**config.mk**
```make
export PLATFORM = sky130hd
export DESIGN_NAME = uart_led_cmd_ctrl
export DESIGN_NICKNAME = d
export VERILOG_FILES = /design/src/rtl/uart_led_cmd_ctrl.sv
export SDC_FILE = /design/constraint.sdc
export NUM_CORES = 1
export LEC_CHECK = 0
export CAP_MARGIN = 5
export CORE_MARGIN = 2
export CORE_UTILIZATION = 52
export CTS_CLUSTER_DIAMETER = 40
export DETAILED_ROUTE_END_ITERATION = 16
export HOLD_SLACK_MARGIN = 0.05
export PLACE_DENSITY = 0.79
export SYNTH_ARGS = -nofsm -noshare
export SYNTH_HDL_FRONTEND = slang
export SYNTH_SLANG_ARGS = --single-unit
```
**constraint.sdc**
```tcl
create_clock -name clk -period 2.4 [get_ports clk]
set_input_delay 0.48 -clock clk [delete_from_list [all_inputs] [get_ports clk]]
set_output_delay 0.48 -clock clk [all_outputs]
set_load 0.02 [all_outputs]
```
**src/rtl/uart_led_cmd_ctrl.sv**
```systemverilog
// uart_led_cmd_ctrl: single-opcode command parser sitting between the UART RX/TX byte streams
// and the LED port. Owns the LED register; answers every command with one response byte.
// Optional blink feature (blink mask, free-running blink counter, 'B' opcode) is built only
// when UART_LED_BLINK_EN is defined.
module uart_led_cmd_ctrl #(
  parameter int unsigned LED_W     = 7,
  parameter logic [23:0] BLINK_DIV = 24'd10_000_000,
  parameter logic [15:0] TIMEOUT   = 16'd50_000
) (
  input  logic             clk,
  input  logic             rst_n,
  input  logic             rx_valid,
  input  logic [7:0]       rx_data,
  output logic [7:0]       tx_data,
  output logic             tx_valid,
  input  logic             tx_ready,
  output logic [LED_W-1:0] led_port,
  output logic             busy,
  output logic             err
);

  localparam logic [7:0] OpSet   = 8'h53;  // 'S'
  localparam logic [7:0] OpRead  = 8'h52;  // 'R'
  localparam logic [7:0] RespOk  = 8'h4B;  // 'K'
  localparam logic [7:0] RespBad = 8'h3F;  // '?'
`ifdef UART_LED_BLINK_EN
  localparam logic [7:0] OpBlink = 8'h42;  // 'B'
`endif

  typedef enum logic [1:0] {StIdle, StArg, StResp} state_e;

  state_e            state_q;
  logic [LED_W-1:0]  led_reg_q;
  logic [15:0]       timeout_cnt_q;
  logic [7:0]        tx_data_q;
  logic              tx_valid_q;
  logic              err_q;
  logic [7:0]        led_ext;
`ifdef UART_LED_BLINK_EN
  logic              op_blink_q;
  logic [LED_W-1:0]  blink_mask_q;
  logic [23:0]       blink_cnt_q;
  logic              phase_q;
`endif

  // Read-back response is the LED register zero-extended to a byte.
  assign led_ext = 8'(led_reg_q);

  // Command FSM: state, argument timeout, LED/blink registers and registered TX/err outputs.
  always_ff @(posedge clk or negedge rst_n) begin
    if (!rst_n) begin
      state_q       <= StIdle;
      led_reg_q     <= '0;
      timeout_cnt_q <= '0;
      tx_data_q     <= 8'h00;
      tx_valid_q    <= 1'b0;
      err_q         <= 1'b0;
`ifdef UART_LED_BLINK_EN
      op_blink_q    <= 1'b0;
      blink_mask_q  <= '0;
`endif
    end else begin
      err_q <= 1'b0;
      unique case (state_q)
        StIdle: begin
          if (rx_valid) begin
            if (rx_data == OpSet) begin
              state_q       <= StArg;
              timeout_cnt_q <= '0;
`ifdef UART_LED_BLINK_EN
              op_blink_q    <= 1'b0;
            end else if (rx_data == OpBlink) begin
              state_q       <= StArg;
              timeout_cnt_q <= '0;
              op_blink_q    <= 1'b1;
`endif
            end else if (rx_data == OpRead) begin
              state_q    <= StResp;
              tx_valid_q <= 1'b1;
              tx_data_q  <= led_ext;
            end else begin
              state_q    <= StResp;
              tx_valid_q <= 1'b1;
              tx_data_q  <= RespBad;
              err_q      <= 1'b1;
            end
          end
        end
        StArg: begin
          // An argument arriving on the timeout cycle still wins.
          if (rx_valid) begin
`ifdef UART_LED_BLINK_EN
            if (op_blink_q) blink_mask_q <= rx_data[LED_W-1:0];
            else            led_reg_q    <= rx_data[LED_W-1:0];
`else
            led_reg_q <= rx_data[LED_W-1:0];
`endif
            state_q    <= StResp;
            tx_valid_q <= 1'b1;
            tx_data_q  <= RespOk;
          end else if (timeout_cnt_q == TIMEOUT - 16'd1) begin
            state_q <= StIdle;
            err_q   <= 1'b1;
          end else begin
            timeout_cnt_q <= timeout_cnt_q + 16'd1;
          end
        end
        StResp: begin
          // Bytes arriving while a response is pending are dropped and flagged.
          if (rx_valid) err_q <= 1'b1;
          if (tx_ready) begin
            state_q    <= StIdle;
            tx_valid_q <= 1'b0;
          end
        end
        default: state_q <= StIdle;
      endcase
    end
  end

`ifdef UART_LED_BLINK_EN
  // Free-running blink divider; phase flips each time the counter wraps.
  always_ff @(posedge clk or negedge rst_n) begin
    if (!rst_n) begin
      blink_cnt_q <= '0;
      phase_q     <= 1'b0;
    end else if (blink_cnt_q == BLINK_DIV - 24'd1) begin
      blink_cnt_q <= '0;
      phase_q     <= ~phase_q;
    end else begin
      blink_cnt_q <= blink_cnt_q + 24'd1;
    end
  end

  assign led_port = led_reg_q ^ (blink_mask_q & {LED_W{phase_q}});
`else
  logic unused_blink_div;
  assign unused_blink_div = ^BLINK_DIV;
  assign led_port = led_reg_q;
`endif

  assign tx_data  = tx_data_q;
  assign tx_valid = tx_valid_q;
  assign err      = err_q;
  assign busy     = (state_q != StIdle);

endmodule
```
Word-level counts from Yosys, hierarchy flattened
Index checks and enable logic that the tools add are counted.
{"block": "word_totals", "n_memories": 0, "register_bits": 35, "mem_bits_ro": 0, "in_bits": 12, "mem_bits_rw": 0, "latchBits": 0}
{"block": "op_classes", "eq_ne": 13, "n_shift": 0, "n_reduce_logical": 9, "multipliers": 0, "addsub": 1, "mux": 28, "bitwise": 0, "div": 0, "order_cmp": 0}
{"operator": "$mux 16", "n": 4}
{"operator": "$pmux 16 s2", "n": 1}
{"operator": "$mux 8", "n": 3}
{"operator": "$add 16x1->16 const B", "n": 1}
{"operator": "$eq 16x16->1 const B", "n": 1}
{"operator": "$eq 8x7->1 const B", "n": 2}
{"operator": "$pmux 8 s2", "n": 1}
{"operator": "$ne 2x2->1 const B", "n": 7}
{"operator": "$mux 1", "n": 10}
{"operator": "$mux 2", "n": 5}
{"operator": "$reduce_and 5->1", "n": 2}
{"operator": "$mux 7", "n": 1}
{"operator": "$pmux 1 s3", "n": 2}
{"operator": "$pmux 2 s3", "n": 1}
{"operator": "$reduce_and 4->1", "n": 1}
{"operator": "$reduce_bool 2->1", "n": 2}
{"operator": "$ne 3x3->1 const B", "n": 1}
{"operator": "$reduce_and 3->1", "n": 1}
{"operator": "$reduce_bool 3->1", "n": 1}
{"operator": "$eq 2x1->1 const B", "n": 1}
{"operator": "$eq 2x2->1 const B", "n": 1}
{"operator": "$logic_not 2->1", "n": 1}
{"operator": "$reduce_and 2->1", "n": 1}

Depth between registers and ports, before layout
Gate-level depths: netlist of the first run.
{"block": "depth", "word_depth": 5, "mapped_depth": 9}

Worst setup path before layout of the first run
Ideal clock, no wire load.
{"block": "synth_path", "path_type": "register -> register", "startpoint": "reg timeout_cnt_q[0]", "endpoint": "reg timeout_cnt_q[11]", "path_stages_with_launch": 9, "arrival_time_ns": 1.675, "synth_period_minus_slack_ns": 1.796, "path_slack_ns": 0.604, "cell_sequence": "dfrtp_1 -> ha_1 -> and3_1 -> buf_2 -> nand4_4 -> and2_4 -> buf_6 -> a21o_1 -> a22o_1"}
{"block": "synth_via", "elab_chain_cells": 4, "word_cells_on_any_way": 7, "classes_between": "add/sub: 1; eq/ne: 2; mux: 3; reduce/logical: 1"}
{"element": "start, declared", "line": "34", "source": "logic [15:0] timeout_cnt_q;"}
{"element": "start signal, assigned", "line": "105", "source": "timeout_cnt_q <= timeout_cnt_q + 16'd1;"}
{"element": "$add 16x1->16", "line": "105"}
{"element": "$mux 16", "line": "101", "source": "end else if (timeout_cnt_q == TIMEOUT - 16'd1) begin"}
{"element": "$mux 16", "line": "91", "source": "if (rx_valid) begin"}
{"element": "$pmux 16 s2", "line": "64", "source": "unique case (state_q)"}
Several ways; a longest one is shown, not always the timed one. The select of a mux whose other input is x is not followed.
A chain may end at the register's enable or synchronous reset.

Final worst setup path of the first run
{"block": "layout_path", "startpoint": "reg state_q[1]", "endpoint": "out busy"}
{"block": "layout_via", "elab_chain_cells": 1}
{"element": "start, declared", "line": "32", "source": "state_e state_q;"}
{"element": "start signal, assigned", "line": "52", "source": "state_q <= StIdle;"}
{"element": "start signal, assigned", "line": "68", "source": "state_q <= StArg;"}
{"element": "start signal, assigned", "line": "78", "source": "state_q <= StResp;"}
{"element": "$reduce_bool 2->1", "line": "145", "source": "assign busy = (state_q != StIdle);"}
{"element": "end, declared", "line": "18", "source": "output logic busy,"}
Every way passes these cells.

==> results.sh, run 1 <==
export IMPL_design_core_area_sq_um=3280
export IMPL_syn_nets=177
export IMPL_swShare=0.261
export IMPL_die_area_sq_um=3830
export IMPL_first_iter_violations=80
export IMPL_io_pins=30
export IMPL_hold_viol=0
export IMPL_cts_root_buf="clkbuf_4"
export IMPL_clkSinkCount=34
export IMPL_cp_max_fo=8
export IMPL_area_delta_synth_final_pct=18.8
export IMPL_tns_ns=0
export IMPL_die_h_microns=61.9
export IMPL_layout_cells_non_filler=237
export IMPL_cp_num_buf_inv=2
export IMPL_powerDensity_nw_per_um2=492
export IMPL_grt_pass1_wl_microns=5830
export IMPL_rsz0062_at_grt="no"
export IMPL_tritoncts="yes"
export IMPL_track_usage=0.214
export IMPL_place_congestion=0.866
export IMPL_total_leakage_power_nw=0.869
export IMPL_clk_pin_slew_ns=0.10
export IMPL_finalMaxSlewViolations=0
export IMPL_status="finished, final reports clean"
export IMPL_crit_chain="nor2_1 -> inv_1 -> clkdlybuf4s50_1"
export IMPL_synth_top_area_share=0.489
export IMPL_critical_path_class="reg2out"
export IMPL_fin_worst_skew_ns=0.00654
export IMPL_setup_viol=0
export IMPL_worst_endpoint_required_ns=1.92
export IMPL_ys_seq_area_frac=0.489
export IMPL_place_inst=230
export IMPL_die_x_microns=61.9
export IMPL_yosys_warnings=0
export IMPL_sequentialPowerShare=0.594
export IMPL_insertion_delay_ns=0.34
export IMPL_min_delay_start="timeout_cnt_q[14]"
export IMPL_yosysTopAreaCell="dfrtp_1"
export IMPL_regToRegEndpoint="timeout_cnt_q[11]"
export IMPL_grt_pass1_vias=1272
export IMPL_critPathLaunchType="flop"
export IMPL_fp_row_count=21
export IMPL_grt_overflow_total=0
export IMPL_viasPerCell=5.77
export IMPL_synthArstFlopShare=1.00
export IMPL_crit_family="buffers and inverters"
export IMPL_synth_enable_flop_cells=0
export IMPL_worstMarginPinSlew_ns=0.690
export IMPL_ctsHtreeMaxLevel=2
export IMPL_wl_per_cell_microns=15.6
export IMPL_pwr_share_clk=0.293
export IMPL_intPower_uw=752
export IMPL_cts_buffers=5
export IMPL_drive_above_1_share=0.157
export IMPL_yosys_register_bits=34
export IMPL_vias=1367
export IMPL_reg2reg_slack_ns=0.37
export IMPL_ff2ff_path_depth=6
export IMPL_synth_most_common_cell="dfrtp_1"
export IMPL_yosys_top_cells_area="dfrtp_1 (49%), mux2_2 (5.2%), o21ai_0 (4.0%)"
export IMPL_timing_final_crit_share=0.867
export IMPL_drc=0
export IMPL_maxCapViolCount=0
export IMPL_grt_start_max_net_pins=35
export IMPL_cp_arrival_ns=1.60
export IMPL_ir_drop_uv=299
export IMPL_synthFlopType="dfrtp_1"
export IMPL_synth_cell_types=44
export IMPL_n_antenna_cell=0
export IMPL_min_period_ns=2.08
export IMPL_fmax_ghz=0.481
export IMPL_io_buffer_count=28
export IMPL_relSlewSlack=0.540
export IMPL_synth_area_sq_um=1740
export IMPL_syn_avg_cell_area_sq_um=10.6
export IMPL_clock_path_buffers=2
export IMPL_finalWirelength_microns=3690
export IMPL_synthCells=164
export IMPL_worst_slack_ns=0.320
export IMPL_min_to="timeout_cnt_q[14]"
export IMPL_whs_path_depth=1
export IMPL_preCtsSetupSlack_ns=0.0337
export IMPL_synth_common_cells="dfrtp_1 (34), o21ai_0 (14), nand2_1 (10), nor2_1 (10), inv_1 (9)"
export IMPL_pwr_share_comb=0.113
export IMPL_initial_core_util=0.530
export IMPL_first_pass_iters=4
export IMPL_switchingPower_uw=266
export IMPL_hpwlAfterDp_microns=2650
export IMPL_hold_buffers=0
export IMPL_antenna_left=0
export IMPL_antenna_found_initial=0
export IMPL_postCtsSetupRepairBufs=0
export IMPL_rr_startpoint="timeout_cnt_q[1]"
export IMPL_nets=204
export IMPL_hp_class="reg2reg"
export IMPL_critical_path_slowest_cell="clkdlybuf4s50_1"
export IMPL_critPathMaxStageDelay_ns=0.60
export IMPL_cts_resized=0
export IMPL_worstSetupEndpointType="primary output"
[through the flow]
stage	total power, mW	cell area [sq um]	utilization	hold slack, ns
finish	1.02	2070	0.630	0.502
global route	1.06	2070	0.630	0.516
CTS	1.02	2070	0.630	0.501
detailed placement	0.732	2020	0.616	0.488
global placement	0.728	2020	0.616	0.487
floorplan	0.663	1740	-	0.184
[metal layers]
metal | vias to the layer above | track usage | routed length (microns)
li1 | 652 | - | -
met3 | 4 | 0.0621 | 133
met2 | 28 | 0.335 | 1900
met1 | 683 | 0.280 | 1620
met4 | 0 | 0.0821 | 30
met5 | - | 0 | 0
[registers in the layout (all words and copies together), names as in the netlist]
signal,cells
timeout_cnt_q,16
led_port,7
tx_data,7
state_q,2
err,1
tx_valid,1
[power groups by stage]
stage	registers, mW	clock network, mW	logic, mW
global route	0.608	0.324	0.125
finish	0.605	0.298	0.115
global placement	0.615	0	0.113
detailed placement	0.616	0	0.116
CTS	0.605	0.297	0.117
floorplan	0.624	0	0.0396
[layout make-up]
class	count	area, sq um
clock buffers	5	37.5
clock inverters	2	10.0
fillers	285	1210
inverters	9	33.8
multi-input cells	112	792
flip-flops and latches	34	851
well taps	46	57.6
repair buffers	29	288
[how the worst max path moves through the flow]
stage,to,slack [ns],cells past startpoint,startpoint
5_1_grt,busy,0.21,3,state_q[1]
3_5_place_dp,tx_data[2],0.03,6,rx_data[6]
4_1_cts,busy,0.33,3,state_q[1]
6_report,busy,0.32,3,state_q[1]
2_1_floorplan,timeout_cnt_q[11],0.60,8,timeout_cnt_q[0]
3_3_place_gp,tx_data[4],0.13,6,rx_data[6]
[cell families (layout without fill, tap and decap cells)]
logic type | count (synthesis) | in the layout | share of synthesized area
buf+inv | 18 | 45 | 0.0568
simple gates | 56 | 56 | 0.200
fa+ha+maj | 1 | 1 | 0.00718
flops | 34 | 34 | 0.489
mux | 12 | 12 | 0.0747
other cells | 1 | 1 | 0.00215
compound gates | 42 | 42 | 0.170
[cells in the final DEF, fill, tap and decap left out, types with 3 or more instances in the layout]
cell type,netlist,final
o221a_2,3,3
clkbuf_4,0,5
a22o_1,3,3
clkdlybuf4s50_1,0,28
a21oi_1,5,5
nand3_1,8,8
dfrtp_1,34,34
mux2i_1,4,4
o21ai_0,14,14
a31oi_1,4,4
nand2_1,10,10
o22a_1,3,3
inv_1,9,9
nand4_1,6,6
mux2_2,8,8
nor2_1,10,10
Power figures use the tool's default switching activity.
==> run 2, diff against run 1 <==
- CTS_CLUSTER_DIAMETER: 40 -> 50
==> results of run 2 <==
Final layout, timing and power as in run 1 (identical DEF).
==> run 3, diff against run 2 <==
- TNS_END_PERCENT: default -> 20
==> results of run 3 <==
Final layout, timing and power as in run 1 (identical DEF).
==> RTL change: new RTL, config.mk and constraints of run 2 <==
The parameter `LED_W` goes from 7 to 8.
--- a/src/rtl/uart_led_cmd_ctrl.sv
+++ b/src/rtl/uart_led_cmd_ctrl.sv
@@ -3,7 +3,7 @@
 // Optional blink feature (blink mask, free-running blink counter, 'B' opcode) is built only
 // when UART_LED_BLINK_EN is defined.
 module uart_led_cmd_ctrl #(
-  parameter int unsigned LED_W     = 7,
+  parameter int unsigned LED_W     = 8,
   parameter logic [23:0] BLINK_DIV = 24'd10_000_000,
   parameter logic [15:0] TIMEOUT   = 16'd50_000
 ) (
Ports: changed (resized led_port); port bits go from 30 to 31. No check against the original RTL was run, so the function may have changed too.
==> RTL change against run 2 <==
Hold slack got worse by 0.0096 ns; routed wire length increased by 17%; setup slack got worse by 0.20 ns; sequential cell count increased by 2; total power increased by 9.3%; area after synthesis increased by 3.7%; final area increased by 7.7%; via count increased by 19%; largest cell class unchanged; critical path type is now reg2reg.
==> RTL change: results (changes against run 2) <==
Outcome
  • Run status: finished, final reports clean (unchanged)

Worst setup path
  • Crit. Startpoint: timeout_cnt_q[8]$_DFFE_PN0P_ (was state_q[1]$_DFFE_PN0P_)
  • Crit Path Max Fanout: 15 (was 8)
  • Worst path arrival time: 2.54 ns (was 1.60 ns)

Synth
  • Top post-synthesis cells by count: dfrtp_1, nand2_1, o21ai_0 (was dfrtp_1, o21ai_0, nand2_1, nor2_1, inv_1)
  • Compound-Gate Fraction of Synth Area: 0.2029 (was 0.1703)
  • Post-Syn Instances: 186 (was 164)
  • Mux cell area share after synthesis: 0.04986 (was 0.07471)
  • Sequential area share after synthesis: 0.4986 (was 0.4885)
  • Post-Synth Adder-Cell Area: 0.006925 (was 0.007184)
  • Syn Nets: 199 (was 177)
  • Netlist cell types: 40 (was 44)

Placed design
  • PortBufs: 30 (was 28)
  • Post-place instance area: 2180 um^2 (was 2022 um^2)
  • Detail Placement HPWL: 3.136 mm (was 2.648 mm)
  • Placer Congestion: 0.8863 (was 0.8657)
  • Pre-CTS setup slack: 0.005444 ns (was 0.03366 ns)
  • # placed instances: 263 (was 230)

Global routing
  • GR Util met1: 0.2996 (was 0.2795)
  • GRT met3 Usage: 0.06126 (was 0.06211)
  • Total GRT Usage: 0.2359 (was 0.2135)
  • Vias in the first global route: 1612 (was 1272)
  • Global-route met2 utilization: 0.3777 (was 0.3353)
  • First-pass GRT wire length: 7.383 mm (was 5.830 mm)
  • Largest net degree at the start of global routing: 37 (was 35)

Min path
  • Hold Startpoint: tx_data[7]$_DFFE_PN0P_ (was timeout_cnt_q[14]$_DFFE_PN0P_)

Routing
  • Metal-1 WL: 1.853 mm (was 1.622 mm)
  • Initial DRC count: 130 (was 80)
  • WL final: 4.310 mm (was 3.687 mm)
  • Met2 routed WL: 2.118 mm (was 1.900 mm)
  • Routed wire per std cell: 15.96 um (was 15.56 um)
  • Vias per std cell: 6.022 (was 5.768)

Finish
  • Fraction of layout cells with a size suffix above 1: 0.1339 (was 0.1571)
  • Final #Nets: 237 (was 204)

STA
  • Worst-case clock skew: 0.004192 ns (was 0.006539 ns)
  • Max-slew headroom: 0.5705 (was 0.5403)

Power and ir drop
  • Peak supply drop: 0.0003354 V (was 0.0002995 V)

Clock network
  • Clock Root Buffer: clkbuf_4 (unchanged)
RTL change: cell count changes after synthesis, moves of 3 or more:
cell and change:
mux2i_1 -4, nand2_1 +11, inv_1 -5, o21ai_0 +7
o21ai_1 +3, clkbuf_1 +3, buf_2 -4, and3_1 +3
nor2_1 +6, a31oi_1 +3, a21oi_1 +5
RTL change: worst max-delay path, cell delays in order, from the launching register on:
cell,delay (ns)
dfrtp_1,0.50
nand2_1,0.13
or4b_4,0.57
o211ai_2,0.57
inv_1,0.22
a31oi_1,0.22
RTL change: path summary, 6_finish.rpt:
| check | end | slack, ns | cells past startpoint |
|---|---|---|---|
| min reg2reg | tx_data[7]$_DFFE_PN0P_ | 0.49 | 2 |
| max reg2reg | timeout_cnt_q[6]$_DFFE_PN0P_ | 0.12 | 5 |
| max in group asynchronous | tx_data[5]$_DFFE_PN0P_ | 1.54 | 2 |
| min | tx_data[7]$_DFFE_PN0P_ | 0.49 | 2 |
| min in group asynchronous | timeout_cnt_q[11]$_DFFE_PN0P_ | 0.54 | 2 |
| max | timeout_cnt_q[6]$_DFFE_PN0P_ | 0.12 | 5 |
RTL change: cell type report:
| type | count | area [um^2] |
|---|---|---|
| Clock inverter | 2 | 12.51 |
| Multi-Input combinational cell | 139 | 845.8 |
| Clock buffer | 5 | 37.54 |
| Timing Repair Buffer | 38 | 360.3 |
| Tap cell | 46 | 57.56 |
| Inverter | 4 | 15.01 |
| Fill cell | 274 | 1107 |
| Sequential cell | 36 | 900.9 |
RTL change: power by group:
part	switching [mW]	leakage, nW	internal, mW
clock	0.195	0.0271	0.107
combinational	0.0870	0.459	0.0802
sequential	0.0149	0.467	0.629
total	0.297	0.953	0.816
